===== src/rtl/pipe_pkg.sv =====
// Shared decode/execute pipeline types: control bundle, its NOP encoding and default widths.
package pipe_pkg;

    localparam int DATA_W  = 16;
    localparam int PC_W    = 32;
    localparam int REG_W   = 3;
    localparam int ALUOP_W = 4;

    typedef struct packed {
        logic               reg_write;
        logic               mem_read;
        logic               mem_write;
        logic               push;
        logic               pop;
        logic [ALUOP_W-1:0] alu_op;
    } id_ex_ctrl_t;

    localparam id_ex_ctrl_t CTRL_NOP = '0;

endpackage


===== src/rtl/pipe_field_reg.sv =====
// Generic pipeline field register: async reset, clear beats hold, hold beats load.
module pipe_field_reg #(
    parameter int W = 8
) (
    input  logic         clk,
    input  logic         rst,
    input  logic         hold,
    input  logic         clr,
    input  logic [W-1:0] d,
    output logic [W-1:0] q
);

    always_ff @(posedge clk or posedge rst) begin
        if (rst)
            q <= '0;
        else if (clr)
            q <= '0;
        else if (!hold)
            q <= d;
    end

endmodule


===== src/rtl/id_ex_pipe_reg.sv =====
// Decode->execute pipeline register with flush, hold and load-use bubble insertion.
// Optional bubble counter enabled by defining ID_EX_STATS_EN.
module id_ex_pipe_reg
    import pipe_pkg::*;
#(
    parameter int DATA_W  = pipe_pkg::DATA_W,
    parameter int PC_W    = pipe_pkg::PC_W,
    parameter int REG_W   = pipe_pkg::REG_W,
    parameter int ALUOP_W = pipe_pkg::ALUOP_W,
    parameter int CNT_W   = 16
) (
    input  logic               clk,
    input  logic               rst,
    input  logic               flush,
    input  logic               hold,
    input  logic               bubble_sel,
    input  logic               in_valid,
    input  logic [PC_W-1:0]    in_pc,
    input  logic [REG_W-1:0]   in_rs,
    input  logic [REG_W-1:0]   in_rd,
    input  logic [REG_W-1:0]   in_rdst,
    input  logic [DATA_W-1:0]  in_op_a,
    input  logic [DATA_W-1:0]  in_op_b,
    input  logic [DATA_W-1:0]  in_imm,
    input  logic [ALUOP_W-1:0] in_alu_op,
    input  logic               in_reg_write,
    input  logic               in_mem_read,
    input  logic               in_mem_write,
    input  logic               in_push,
    input  logic               in_pop,
    output logic               out_valid,
    output logic [PC_W-1:0]    out_pc,
    output logic [REG_W-1:0]   out_rs,
    output logic [REG_W-1:0]   out_rd,
    output logic [REG_W-1:0]   out_rdst,
    output logic [DATA_W-1:0]  out_op_a,
    output logic [DATA_W-1:0]  out_op_b,
    output logic [DATA_W-1:0]  out_imm,
    output logic [ALUOP_W-1:0] out_alu_op,
    output logic               out_reg_write,
    output logic               out_mem_read,
    output logic               out_mem_write,
    output logic               out_push,
    output logic               out_pop,
    output logic [CNT_W-1:0]   bubble_cnt
);

    localparam int CTRL_W = $bits(id_ex_ctrl_t) + REG_W;
    localparam int DATA_FW = PC_W + 2*REG_W + 3*DATA_W;

    id_ex_ctrl_t ctrl_d, ctrl_q;
    logic        bubble_win;
    logic        ctrl_clr;

    // Hold outranks a bubble; flush outranks both.
    assign bubble_win = bubble_sel && !hold && !flush;
    assign ctrl_clr   = flush || (bubble_sel && !hold);

    always_comb begin
        ctrl_d           = CTRL_NOP;
        if (in_valid) begin
            ctrl_d.reg_write = in_reg_write;
            ctrl_d.mem_read  = in_mem_read;
            ctrl_d.mem_write = in_mem_write;
            ctrl_d.push      = in_push;
            ctrl_d.pop       = in_pop;
            ctrl_d.alu_op    = in_alu_op;
        end
    end

    // rdst rides with control so a bubble zeroes the hazard-unit feedback.
    pipe_field_reg #(.W(CTRL_W)) u_ctrl_reg (
        .clk  (clk),
        .rst  (rst),
        .hold (hold),
        .clr  (ctrl_clr),
        .d    ({ctrl_d, in_rdst}),
        .q    ({ctrl_q, out_rdst})
    );

    // Data/PC still load during a bubble for debug visibility.
    pipe_field_reg #(.W(DATA_FW)) u_data_reg (
        .clk  (clk),
        .rst  (rst),
        .hold (hold),
        .clr  (flush),
        .d    ({in_pc, in_rs, in_rd, in_op_a, in_op_b, in_imm}),
        .q    ({out_pc, out_rs, out_rd, out_op_a, out_op_b, out_imm})
    );

    always_ff @(posedge clk or posedge rst) begin
        if (rst)
            out_valid <= 1'b0;
        else if (flush)
            out_valid <= 1'b0;
        else if (!hold)
            out_valid <= in_valid && !bubble_sel;
    end

    assign out_reg_write = ctrl_q.reg_write;
    assign out_mem_read  = ctrl_q.mem_read;
    assign out_mem_write = ctrl_q.mem_write;
    assign out_push      = ctrl_q.push;
    assign out_pop       = ctrl_q.pop;
    assign out_alu_op    = ctrl_q.alu_op;

`ifdef ID_EX_STATS_EN
    always_ff @(posedge clk or posedge rst) begin
        if (rst)
            bubble_cnt <= '0;
        else if (bubble_win && (bubble_cnt != '1))
            bubble_cnt <= bubble_cnt + 1'b1;
    end
`else
    assign bubble_cnt = '0;
`endif

endmodule


===== config.mk =====
export PLATFORM = sky130hd
export DESIGN_NAME = id_ex_pipe_reg
export DESIGN_NICKNAME = d
export VERILOG_FILES = /design/src/rtl/pipe_pkg.sv /design/src/rtl/pipe_field_reg.sv /design/src/rtl/id_ex_pipe_reg.sv
export SDC_FILE = /design/constraint.sdc
export NUM_CORES = 1
export LEC_CHECK = 0
export BUFFER_PORTS_ARGS = -buffer_cell sky130_fd_sc_hd__buf_4
export CAP_MARGIN = 20
export CELL_PAD_IN_SITES_DETAIL_PLACEMENT = 1
export CELL_PAD_IN_SITES_GLOBAL_PLACEMENT = 2
export CORE_MARGIN = 5
export CORE_UTILIZATION = 29
export CTS_CLUSTER_DIAMETER = 150
export DETAILED_ROUTE_END_ITERATION = 10
export PLACE_DENSITY_LB_ADDON = 0.1
export SLEW_MARGIN = 5
export SYNTH_ARGS = -nofsm -noshare
export SYNTH_HDL_FRONTEND = slang
export SYNTH_HIERARCHICAL = 1
export SYNTH_SLANG_ARGS = --single-unit

===== constraint.sdc =====
create_clock -name clk -period 5.4 [get_ports clk]
set_clock_uncertainty 0.15 [all_clocks]
set_input_delay 0.54 -clock clk [delete_from_list [all_inputs] [get_ports clk]]
set_output_delay 0.54 -clock clk [all_outputs]
set_load 0.01 [all_outputs]

; ---- Word-level counts from Yosys, hierarchy flattened
; Index checks and enable logic that the tools add are counted.
; W data, S select, Z words.
[word_totals]
input_bits = 104
register_bits = 99
elab_cells = 17
output_inout_bits = 115
[classes]
muxes = 7
n_reduce_logical = 5
eq_ne = 2
[ops]
columns = operator, count
row1 = $mux W86, 2
row2 = $mux W12, 2
row3 = $mux W9, 1
row4 = $logic_and A1 B1 Y1, 2
row5 = $logic_not A1 Y1, 2
row6 = $mux W1, 2
row7 = $ne A2 B1 Y1 const B, 1
row8 = $ne A2 B2 Y1 const B, 1
row9 = $logic_or A1 B1 Y1, 1

; ---- Longest topological paths before layout
; Gate-level depths: netlist of the first run.
[logic_depth]
depth_word = 4
ltp_mapped = 5
ltp_nobuf = 3

; ---- Modules after synthesis
; Netlist of the first run, hierarchy kept.
[by_module_without_submodules]
columns = module, area_each_um2, cells_per_inst, n_inst, seq_area_each_um2
row1 = pipe_field_reg at u_data_reg, 3515.9, 279, 1, 2152.1
row2 = pipe_field_reg at u_ctrl_reg, 484.2, 39, 1, 300.3
row3 = id_ex_pipe_reg, 249.0, 33, 1, 25.0

; ---- Worst setup path after synthesis of the first run
; OpenSTA, ideal clock, no wires.
[synth_path]
kind = input to register
start = in hold
end = reg u_data_reg.q[67]
t_required_ns = 5.118
arrival_ns = 1.166
path_buffers = 3
setup_slack_ns = 3.952
stages = 5
setup_ns = 0.132
cell_sequence = buf_4 > buf_8 > buf_12 > mux2i_1 > nor2_1
[synth_via]
elab_chain_cells = 1
[synth_lines]
columns = item, line
row1 = start: declaration, id_ex_pipe_reg.sv:15  ; input logic hold,
row2 = $ne A2 B2 Y1 (no line), n/a
row3 = end signal: assignment, pipe_field_reg.sv:15  ; q <= '0;
row4 = end signal: assignment, pipe_field_reg.sv:17  ; q <= '0;
row5 = end signal: assignment, pipe_field_reg.sv:19  ; q <= d;
row6 = end: declaration, pipe_field_reg.sv:10  ; output logic [W-1:0] q
; Every way passes these cells.
; A chain may end at the register's enable or synchronous reset.

==> run summary, run 1 <==
The tools report the final count of negative-setup-slack endpoints as 0. Counting the buffers created by CTS gives 9. Post-CTS timing repair inserted 0 buffers for setup. Gates resized during post-CTS repair numbered 0. After detailed routing, the number of vias per cell comes to 4.38. The slowest stage of the critical path belongs to the cell sky130_fd_sc_hd__buf_4. Setup slack on the worst reg-to-reg path comes out at 4.48 ns. The net switching power is 0.413 mW, and the delay of the slowest cell on the worst path is 0.70 ns. The data arrival time of the critical path came out at 2.36 ns.

The share of the clock period used by the worst path is 39.5%, and the post-CTS clock slew at the launch and capture registers of the worst setup and hold paths is 0.06 ns. Counting flops with an async set or reset pin after synthesis yields a share of 100%. The minimum setup slack in the final design is 3.27 ns. The final RePlAce weighted congestion is 0.720. The tools report the hold buffer count at cts as 1. For the overall via count from detail_route, the log shows 3211. Counting instances in the post-synthesis netlist gives the leading cell types as 99 x sky130_fd_sc_hd__dfrtp_1, 98 x sky130_fd_sc_hd__mux2i_1, 98 x sky130_fd_sc_hd__nor2_1. The logs give 91 for the initial detailed-routing violation count and 649 for the final net count. TritonCTS built the clock tree. Yosys mapped a number of flops with a built-in enable equal to 0. Among all flip-flop cells after synthesis, the most frequent one is sky130_fd_sc_hd__dfrtp_1. The tools report the number of endpoints with negative hold slack in the final report as 0. The switching fraction of total power works out to 24.4%.

The share of the Yosys chip area taken by registers is 58.3%. The post-synthesis cell type with the largest combined area is sky130_fd_sc_hd__dfrtp_1. Once the floorplan was initialized, standard cells occupied 29.3% of the core.

The internal portion of total power is 1.28 mW. The first global-routing pass estimated 18100 um of wire. The maximum level of the CTS H-tree is 3, and the width of the die is 131 um. The most critical setup path has its startpoint at rst.

Peak fanout along the critical path: 59. For the unique cell type count in the Yosys netlist, the log shows 17. The number of search-and-repair iterations in the first detailed-routing pass came out at 4.

The sum of negative setup slack was 0 ns. Cell count of the worst reg-to-reg path: 2. Pin placement for this block handled 219 I/O pins. The logs give 0 for the number of antenna violations at the first check in global routing and 99 for the count of clock tree sinks. Critical register-to-register path startpoint: u_data_reg/q[75]. Row generation in the floorplan step produced 44 rows. Category of the most critical setup path: primary input to async pin. Before CTS, the worst setup slack after placement is 2.97 ns.

Averaged over all synthesized cells, the footprint is 12.1 um2. The run gives 0 as the overflow left after global routing. Along the worst hold path, the cell count comes to 3. The clock tree root buffer cell is sky130_fd_sc_hd__clkbuf_16. Entering global routing, the biggest net connects 89 pins. The area share of the largest cell type after synthesis is 58.3%, and the remaining number of nets flagged by the antenna check after routing is 0. The die is 131 um tall. Across the run, the number of max-cap violations was 0.

Dividing total power by cell area gives a power density of 279 nW/um2. Critical path endpoint category: an async pin. For the total number of yosys warnings, the log shows 6. After synthesis, the cell types taking the most area are sky130_fd_sc_hd__dfrtp_1 58%, sky130_fd_sc_hd__mux2i_1 23%, sky130_fd_sc_hd__nor2_1 8.7%. The worst-case headroom to the max-slew limit was 36.2%; the placeable core region was 14500 um2. The tools report the peak supply drop as 0.157 mV. Total count of max-transition violations in the final report: 0. The detailed-route wire length was 12200 um; the number of input and output port buffers inserted was 202. Global routing used 13.8% of the available tracks across all layers. The run gives 469 MHz as the fmax.

Traced cell by cell, the critical path runs through dlygate4sd3_1 -> buf_4 -> clkinv_2 -> buf_4. Cell count after synthesis: 351. After detailed routing, the number of remaining DRC violations is 0. Final critical path time including I/O delays and setup: 2.13 ns. The tools report the termination of the worst setup path as u_data_reg/q[66]. At the later pin of the worst-skew pair, clock insertion delay measures 0.33 ns. The part of the power in registers was 47.5%. In this run the critical register-to-register path is captured at u_data_reg/q[75].

The tools report the final cell area excluding filler cells as 6050 um2. 0 antenna diodes ended up in the layout. Instance area at placement: 5760 um2.

For the worst setup path, the data required time is 5.63 ns. The flow ran to the end, and the final reports show no timing, DRC or antenna violations. The static leakage came out at 3.36 nW. The tools report the maximum root-to-sink buffer count as 2.

The run gives 16.0% as the combinational group share of total power. The final routed wire length divided by cell count was 16.7 um; the synthesis-to-layout area growth was 42.4%. The final cell utilization of the core was 41.8%.

Summing every instance area after synthesis gives 4250 um2. The tightest min-delay check is of the primary input to register type. The design draws 1.69 mW. STA classifies the critical path startpoint as a primary input. The most frequently used cell type in the post-synthesis netlist is sky130_fd_sc_hd__dfrtp_1.

The via count of the first global-routing pass is 3394. In this run, the clock network consumes 36.5% of the power. The layout cell share with drive strength beyond 1 is 41.3%.

The cell repeated most along the worst path is sky130_fd_sc_hd__buf_4. The floorplan step defined a die boundary enclosing 17200 um2. The placed wire-length estimate after detailed placement is 8780 um, and the slew at the pin closest to its max-slew limit is 0.958 ns.

After synthesis the netlist holds a flip-flop and latch count of 99. Setup repair after global routing left no endpoint under its margin.
layout make-up:
class | count | area (um2)
clock buffer | 12 | 236
timing repair buffer | 206 | 1550
sequential | 99 | 2480
multi-input combinational | 225 | 1500
fill | 1602 | 8430
tap | 184 | 230
inverter | 4 | 16.3
clock inverter | 3 | 40.0
worst min path at each step:
stage                          start               end  slack (ns)
final                      in_imm[2]   u_data_reg/q[2]        0.29
after global routing      in_op_a[0]  u_data_reg/q[32]        0.29
after CTS                  in_imm[2]   u_data_reg/q[2]        0.28
after detailed placement         rst         out_valid        0.26
after global placement           rst         out_valid        0.26
after floorplan                  rst         out_valid        0.12
critical path, delay by kind of cell:
kind                   cells  cell delay [ns]
buffers and inverters      4             1.74
cell usage in the layout, fill, tap and decap left out:
cell,count
sky130_fd_sc_hd__a21o_1,1
sky130_fd_sc_hd__a21oi_1,1
sky130_fd_sc_hd__and2_2,9
sky130_fd_sc_hd__buf_4,205
sky130_fd_sc_hd__bufinv_16,1
sky130_fd_sc_hd__clkbuf_1,3
sky130_fd_sc_hd__clkbuf_16,9
sky130_fd_sc_hd__clkinv_2,3
sky130_fd_sc_hd__conb_1,16
sky130_fd_sc_hd__dfrtp_1,99
sky130_fd_sc_hd__dlygate4sd3_1,1
sky130_fd_sc_hd__inv_1,3
sky130_fd_sc_hd__mux2i_1,98
sky130_fd_sc_hd__nand2_1,1
sky130_fd_sc_hd__nor2_1,98
sky130_fd_sc_hd__or3b_1,1
through the flow:
step                      instances  hold slack, ns
after CTS                       733           0.278
after detailed placement        717           0.259
after floorplan                 366           0.119
final                           733           0.292
after global placement          717           0.256
after global routing            733           0.293
registers in the layout, summed over array words and instances (netlist names):
signal and count:
u_ctrl_reg/q 12, u_data_reg/q 86, out_valid 1
power groups by stage:
| stage | Combinational, mW | Clock [mW] | Sequential [mW] |
|---|---|---|---|
| after floorplan | 0.123 | 0 | 0.834 |
| after global placement | 0.270 | 0 | 0.816 |
| after detailed placement | 0.276 | 0 | 0.817 |
| after CTS | 0.276 | 0.646 | 0.804 |
| after global routing | 0.297 | 0.676 | 0.808 |
| final | 0.270 | 0.618 | 0.803 |
metal layers:
metal / share of wire, % / up-vias / track usage [%] / routed length, um
met5: 0 / - / 0 / 0
met4: 1.1 / 0 / 4.90 / 139
met3: 12 / 8 / 6.02 / 1440
met2: 47 / 127 / 20.7 / 5750
met1: 40 / 1581 / 17.8 / 4880
li1: - / 1495 / - / -
cell families after synthesis:
logic type	count (synthesis)	share of synthesized area [%]
flops	99	58.3
buf+inv	42	7.69
mux	98	23.1
compound gates	2	0.294
other cells	1	0.0883
simple gates	109	10.5
(Power assumes the default switching activity.)
==> run 2: changes to the inputs <==
--- a/config.mk
+++ b/config.mk
@@ -10,7 +10,7 @@
 export CELL_PAD_IN_SITES_DETAIL_PLACEMENT = 1
 export CELL_PAD_IN_SITES_GLOBAL_PLACEMENT = 2
 export CORE_MARGIN = 5
-export CORE_UTILIZATION = 29
+export CORE_UTILIZATION = 24
 export CTS_CLUSTER_DIAMETER = 150
 export DETAILED_ROUTE_END_ITERATION = 10
 export PLACE_DENSITY_LB_ADDON = 0.1
==> constraint.sdc (replaced) <==
create_clock -name clk -period 1.95 [get_ports clk]
set_clock_uncertainty 0.15 [all_clocks]
set_input_delay 0.195 -clock clk [delete_from_list [all_inputs] [get_ports clk]]
set_output_delay 0.195 -clock clk [all_outputs]
set_load 0.01 [all_outputs]
==> run 2 against run 1 <==
Clock power rose to 2.8 times the previous value; worst hold slack worse by 0.24 ns; non-clock buffer count up 96; critical path depth unchanged; sequential cell count unchanged; setup slack worse by 2.6 ns; sequential power rose to 2.8 times the previous value; combinational power rose to 3.4 times the previous value; register-to-register slack worse by 3.4 ns; wire length up 13%; die area up 19%; critical endpoint is now out_valid; largest power group unchanged; highest routed layer unchanged.
==> run summary, run 2 (synthesis gave the netlist of run 1 again) <==
The worst register-to-register path has a depth of 2. The final routed wire length divided by cell count was 15.9 um; the total of cells resized after clock tree synthesis was 0. For this design, the sink count on the clock tree is 99.

Die height: 143 um. Maximum number of pins on one net before global-route repair: 46. The flow ran to the end, and the final reports show no timing, DRC or antenna violations.

Clock tree synthesis selected as its root buffer the cell sky130_fd_sc_hd__clkbuf_16. The number of endpoints with negative hold slack in the final report was 0. Counting instances, the worst hold path has a depth of 2. Count of max-cap constraint violations: 0.

Headroom to the max-slew limit came out at 60.2%. For the sum of negative setup slack, the log shows 0 ns. For this block, the via count after detailed routing is 3591.

The area growth from synthesis to layout is 67.0%. STA classifies the critical path endpoint as a register. Counting I/O delays and the setup requirement, the final critical path takes 1.27 ns.

Setup repair after global routing left no endpoint under its margin. The share of the clock period used by the worst path is 65.1%, and the placed wire-length estimate after detailed placement is 9550 um. In this run the tool buffered the top-level ports with 202 buffer cells. The tools report the required time of the worst setup path as 2.07 ns.

Cells with a size suffix above 1 make up 36.4% of the layout. Counting tap cells, the placed design contains a total of 764 instances. The finished cells cover 7100 um2.

Once placement finished, the instance area stood at 5900 um2. TritonCTS built the clock tree. The number of antenna diodes in the final layout is 0. The tools report the sort of element at the start of the critical path as a primary input. Count of placed standard cells in the final layout, fillers left out: 870. The run gives 788 MHz as the fmax.

In this run the worst hold path is classified as primary input to register. STA puts the critical path data arrival time at 1.39 ns. VDD sags by at most 0.508 mV. The later pin in the worst-skew pair is clocked with a latency of 0.34 ns. In the final layout, the registers with the most flip-flops are u_data_reg/q x86, u_ctrl_reg/q x12, out_valid x1.

The logs give 102 for the initial detailed-routing violation count and 219 for the boundary pin count. In this run the power density over the cells is 686 nW/um2. The floorplan has 48 rows. In this run the remaining antenna-violating nets after routing total 0. The total count of max-transition violations in the final report was 0.

No sink is reached through more buffers than the 2 on the longest clock path. The library cell used most frequently in the layout, excluding fill and tap cells, is sky130_fd_sc_hd__buf_4. In the final design database the tool counted 745 nets. The register name with the most flops was u_data_reg/q.

The overflow left after global routing was 0; the vias per cell was 4.13. For this design the static power due to leakage is 3.78 nW. In the layout the commonest cells are 207 x sky130_fd_sc_hd__buf_4, 99 x sky130_fd_sc_hd__dfrtp_1, 98 x sky130_fd_sc_hd__mux2i_1, 98 x sky130_fd_sc_hd__nor2_1, 91 x sky130_fd_sc_hd__dlygate4sd3_1. For this run, the total global-route usage over all layers was measured as 13.2%.

The via count of the first global-routing pass is 4000. The die outline area came out at 20500 um2. The number of flip-flops in the largest register was 86; the number of antenna violations at the first check in global routing was 0.

The die is 143 um wide. Clock-pin slew was measured on the worst setup and hold paths at 0.07 ns. Routability-driven placement finished with a final weighted congestion of 0.719. For this run, design rule violations remaining after detail routing come to 0. The initial utilization of the core area, before any placement, comes to 24.5%.

The maximum level of the CTS H-tree was 3; the placeable core region was 17400 um2. Setup violations remaining at the end of the flow were counted as 0. Along the worst path, the maximum fanout reaches 2.

The first detailed-routing pass ran for 4 iterations. The first global-routing pass estimated 21200 um of wire. The run gives 9 as the TritonCTS buffer count. The worst setup path is of the primary input to register kind. The detailed-route wire length was 13900 um. At the pin with the least slew margin, the transition time is 0.598 ns.
==> run 2: cell types whose count changed in the layout (fill, tap and decap cells not counted) <==
| cell | change |
|---|---|
| sky130_fd_sc_hd__clkinvlp_4 | +1 |
| sky130_fd_sc_hd__clkbuf_8 | +3 |
| sky130_fd_sc_hd__buf_12 | +3 |
| sky130_fd_sc_hd__dlygate4sd3_1 | +90 |
| sky130_fd_sc_hd__buf_4 | +2 |
| sky130_fd_sc_hd__bufinv_16 | -1 |
| sky130_fd_sc_hd__clkbuf_1 | -2 |
| sky130_fd_sc_hd__buf_6 | +1 |
| sky130_fd_sc_hd__clkinv_2 | -1 |
==> run 2: worst paths after layout <==
| check | slack (ns) | to | from |
|---|---|---|---|
| worst max-delay path | 0.68 | out_valid | bubble_sel |
| worst min-delay path | 0.05 | u_data_reg/q[15] | flush |
| worst max register to register | 1.06 | u_data_reg/q[15] | u_data_reg/q[15] |
| worst min register to register | 0.37 | u_data_reg/q[1] | u_data_reg/q[1] |
| max in group asynchronous | 0.76 | u_data_reg/q[69] | rst |
| min in group asynchronous | 0.13 | out_valid | rst |
==> run 2: metal layers <==
layer | wire length [um] | global-route usage (%) | vias to the layer above | part of all wire [%]
li1 | - | - | 1692 | -
met1 | 5800 | 16.4 | 1753 | 42
met2 | 6690 | 22.1 | 131 | 48
met3 | 1140 | 3.88 | 15 | 8.2
met4 | 229 | 4.50 | 0 | 1.7
met5 | 0 | 0 | - | 0
==> run 2: critical path, stage by stage <==
cell                            delay, ns
sky130_fd_sc_hd__dlygate4sd3_1       0.54
sky130_fd_sc_hd__buf_4               0.14
sky130_fd_sc_hd__or3b_1              0.37
sky130_fd_sc_hd__a21oi_1             0.14
==> run 2: what timing repair did <==
action	CTS	global route
setup buffers	0	0
endpoints found under the hold margin	189	0
hold buffers	91	0
==> run 2: power breakdown <==
part / switching, mW / internal (mW)
registers: 0.0649 / 2.16
logic: 0.401 / 0.523
clock network: 0.755 / 0.961
==> run 2: area by class of cell <==
type / instances / area, um2
fill: 1898 / 10300
timing repair buffer: 302 / 2540
sequential: 99 / 2480
multi-input combinational: 225 / 1500
tap: 225 / 282
clock buffer: 13 / 270
inverter: 4 / 18.8
clock inverter: 2 / 10.0
==> run 2: through the flow <==
step                hold WS [ns]  setup WS [ns]  utilization [%]  total power, mW
floorplan                 -0.226          0.611                -             2.65
global placement         -0.0800          0.492             34.0             3.04
detailed placement       -0.0801          0.473             34.0             3.06
CTS                       0.0439          0.685             40.9             4.98
global route              0.0585          0.600             40.9             5.13
finish                    0.0540          0.680             40.9             4.87
==> run 3: changes to the inputs <==
--- a/config.mk
+++ b/config.mk
@@ -10,7 +10,7 @@
 export CELL_PAD_IN_SITES_DETAIL_PLACEMENT = 1
 export CELL_PAD_IN_SITES_GLOBAL_PLACEMENT = 2
 export CORE_MARGIN = 5
-export CORE_UTILIZATION = 24
+export CORE_UTILIZATION = 27
 export CTS_CLUSTER_DIAMETER = 150
 export DETAILED_ROUTE_END_ITERATION = 10
 export PLACE_DENSITY_LB_ADDON = 0.1
==> constraint.sdc (replaced) <==
create_clock -name clk -period 1.2 [get_ports clk]
set_clock_uncertainty 0.15 [all_clocks]
set_input_delay 0.12 -clock clk [delete_from_list [all_inputs] [get_ports clk]]
set_output_delay 0.12 -clock clk [all_outputs]
set_load 0.01 [all_outputs]
==> run 3 against run 2 <==
Critical path type unchanged; setup slack got worse by 0.66 ns; critical path depth is the same; sequential cell count stayed put; final cell count shrank 0.57%; highest routed layer unchanged.
==> run summary, run 3 (synthesis gave the netlist of run 1 again) <==
Global routing used 4.90% of the available met3 tracks. The top cell types in the final layout, fill and taps aside, are 197 x sky130_fd_sc_hd__buf_4, 99 x sky130_fd_sc_hd__dfrtp_1, 98 x sky130_fd_sc_hd__dlygate4sd3_1, 98 x sky130_fd_sc_hd__mux2i_1, 98 x sky130_fd_sc_hd__nor2_1. The met1 layer usage reported by global route is 17.7%, and the effective utilization at floorplan is 27.7%. Across the run, the number of max-cap violations was 0.

The die outline area came out at 18300 um2. The worst setup path is of the primary input to register kind. The buffering stage count on the worst path with inverters included was 2; the post-CTS clock slew at the launch and capture registers of the worst setup and hold paths was 0.07 ns. The clock network burns 36.1% of the power.

The final net count is 753, and the overflow left after global routing is 0. The die height was 135 um. The run gives 0 as the number of antenna violations at the first check in global routing. STA classifies the critical path startpoint as a primary input.

The kind of cell with the highest combined delay along the critical path is buffers and inverters. CTS placed an instance of sky130_fd_sc_hd__clkbuf_16 at the clock tree root. Walking the worst path, the cells encountered are dlygate4sd3_1 -> buf_4 -> or3b_1 -> a21oi_1.

For the maximum level of the CTS H-tree, the log shows 3. Prior to clock tree synthesis, the placed netlist has a worst setup slack of 0.0576 ns. VDD sags by at most 0.877 mV.

For this block, the initial DRC count from the detailed router was 94. The worst setup path is captured at a register. Ranked by flip-flop count, first place goes to u_data_reg/q. The run gives 6.08 mW as the internal portion of total power. The filler cells instantiated in the layout total 1696. The tools report the TritonCTS buffer count as 9. In this run the remaining antenna-violating nets after routing total 0.

After detailed routing, the average wire length per cell comes to 15.6 um. The tools report the maximum number of pins on one net before global-route repair as 46. The maximum root-to-sink buffer count came out at 2. The global routing's busiest layer is met2.

The via count of the first global-routing pass was 4138. For this block, the routed nets add up to 13500 um of wire. The detailed-route DRC error count was 0.

Detailed placement ended at an HPWL of 9190 um. The clock insertion delay at the later pin of the skew report came out at 0.34 ns. Once routing completed, OpenROAD measured the worst setup slack at 0.0210 ns.

For this design the ratio of total power to cell area is 1110 nW/um2. The number of endpoints with negative hold slack in the final report is 0, and the final critical path time including I/O delays and setup is 1.18 ns. The run gives 19.1% as the combinational group share of total power.

In this run the worst hold path is classified as primary input to register. Leaving out fill and tap cells, the most frequent cell in the layout is sky130_fd_sc_hd__buf_4. Among all stages on the critical path, the largest delay is contributed by sky130_fd_sc_hd__dlygate4sd3_1. Total count of max-transition violations in the final report: 0. The tools report the count of clock tree sinks as 99. Pin placement for this block handled 219 I/O pins. The net switching power was 2.01 mW. Global routing used 25.6% of the available met2 tracks. At the end of routability-driven placement, the weighted congestion stood at 0.718. The register with the most flip-flops in the layout has 86 of them. The number of input and output port buffers inserted was 202; the number of standard-cell rows in the floorplan was 45. The wire length of the first global-routing pass is 21500 um. The largest registers in the layout are u_data_reg/q x86, u_ctrl_reg/q x12, out_valid x1. The number of search-and-repair iterations in the first detailed-routing pass was 4; the peak fanout along the critical path was 2. Summing internal, switching and leakage power gives 8.08 mW. Setup repair after global routing could not meet its margin everywhere. The flow ran to the end, and the final reports show no timing, DRC or antenna violations.

TritonCTS built the clock tree. Net switching is 24.9% of the power. Across all layers, the routed design uses 3615 vias.

Of the cells placed in the final design, the portion with a size suffix greater than 1 is 36.2%. The delay of the slowest cell on the worst path was 0.54 ns; the share of the clock period used by the worst path was 98.2%. The area growth from synthesis to layout is 70.8%. The run gives 1500 um2 as the area occupied by multi-input gates. Across the whole layout, storage elements account for 2480 um2.

For the placeable core region, the log shows 15300 um2. For the fmax, the log shows 848 MHz. The final count of negative-setup-slack endpoints was 0; the vias per cell was 4.18.

The part of the power in registers came out at 44.8%. For this run, the total global-route usage over all layers was measured as 14.8%. The run gives 0 as the count of inserted antenna diode cells. Data arrives at the worst endpoint at 1.30 ns. The floorplan step set the die width to 135 um.

The run gives 1.32 ns as the required time of the worst setup path. In this run the static leakage power is 3.84 nW.
-- run 3: cell count changes in the layout (fill, tap and decap cells not counted) --
cell                            before  now
sky130_fd_sc_hd__dlygate4sd3_1      91   98
sky130_fd_sc_hd__buf_12              3    8
sky130_fd_sc_hd__bufinv_16           0    1
sky130_fd_sc_hd__clkbuf_8            3    1
sky130_fd_sc_hd__buf_4             207  197
sky130_fd_sc_hd__clkinv_2            2    3
sky130_fd_sc_hd__buf_6               1    7
sky130_fd_sc_hd__clkinvlp_4          1    2
-- run 3: repair_timing --
action                                 in CTS  in global routing
hold buffers                               98                  0
buffers inserted                            0                  1
setup endpoints to repair                   0                  8
gates resized for setup                     0                  7
endpoints found under the hold margin     196                  0
-- run 3: power groups by stage --
stage               Clock, mW  Combinational, mW  Sequential, mW
finish                   2.92               1.55            3.62
global route             3.19               1.69            3.65
CTS                      3.03               1.56            3.62
detailed placement          0               1.30            3.68
global placement            0               1.28            3.68
floorplan                   0              0.554            3.75
-- run 3: worst register-to-register path: stages (launching register included) --
cell,delay [ns]
sky130_fd_sc_hd__dfrtp_1,0.41
sky130_fd_sc_hd__buf_4,0.15
sky130_fd_sc_hd__mux2i_1,0.13
sky130_fd_sc_hd__nor2_1,0.05
-- run 3: per-layer routing --
| layer | part of all wire, % | up-vias |
|---|---|---|
| li1 | - | 1708 |
| met1 | 40 | 1773 |
| met2 | 51 | 125 |
| met3 | 7.5 | 9 |
| met4 | 1.2 | 0 |
| met5 | 0 | - |
-- run 3: worst paths after layout --
kind,startpoint,end,slack (ns),cells after the start
setup / recovery,bubble_sel,out_valid,0.02,4
hold / removal,in_alu_op[1],u_ctrl_reg/q[4],0.01,4
setup reg to reg,u_data_reg/q[44],u_data_reg/q[44],0.20,3
hold reg to reg,u_data_reg/q[51],u_data_reg/q[51],0.38,2
max in group asynchronous,rst,u_ctrl_reg/q[9],0.33,3
min in group asynchronous,rst,out_valid,0.07,3
-- run 3: final cells by class --
class / instances / area share (%)
repair buffers: 310 / 37.2
clock inverters: 5 / 0.724
multi-input cells: 225 / 20.7
inverters: 4 / 0.259
clock buffers: 11 / 3.35
flip-flops and latches: 99 / 34.1
well taps: 211 / 3.64
-- run 3: per-stage QoR --
stage | hold WS [ns] | utilization [%] | std cells | cell area, um2 | setup TNS (ns)
3_3_place_gp | -0.156 | 38.8 | 750 | 5950 | 0
6_report | 0.0125 | 47.4 | 865 | 7260 | 0
3_5_place_dp | -0.153 | 38.8 | 750 | 5950 | 0
2_1_floorplan | -0.301 | - | 366 | 4310 | -5.49
4_1_cts | 0.00515 | 47.2 | 864 | 7220 | 0
5_1_grt | 0.0184 | 47.4 | 865 | 7260 | -0.00648
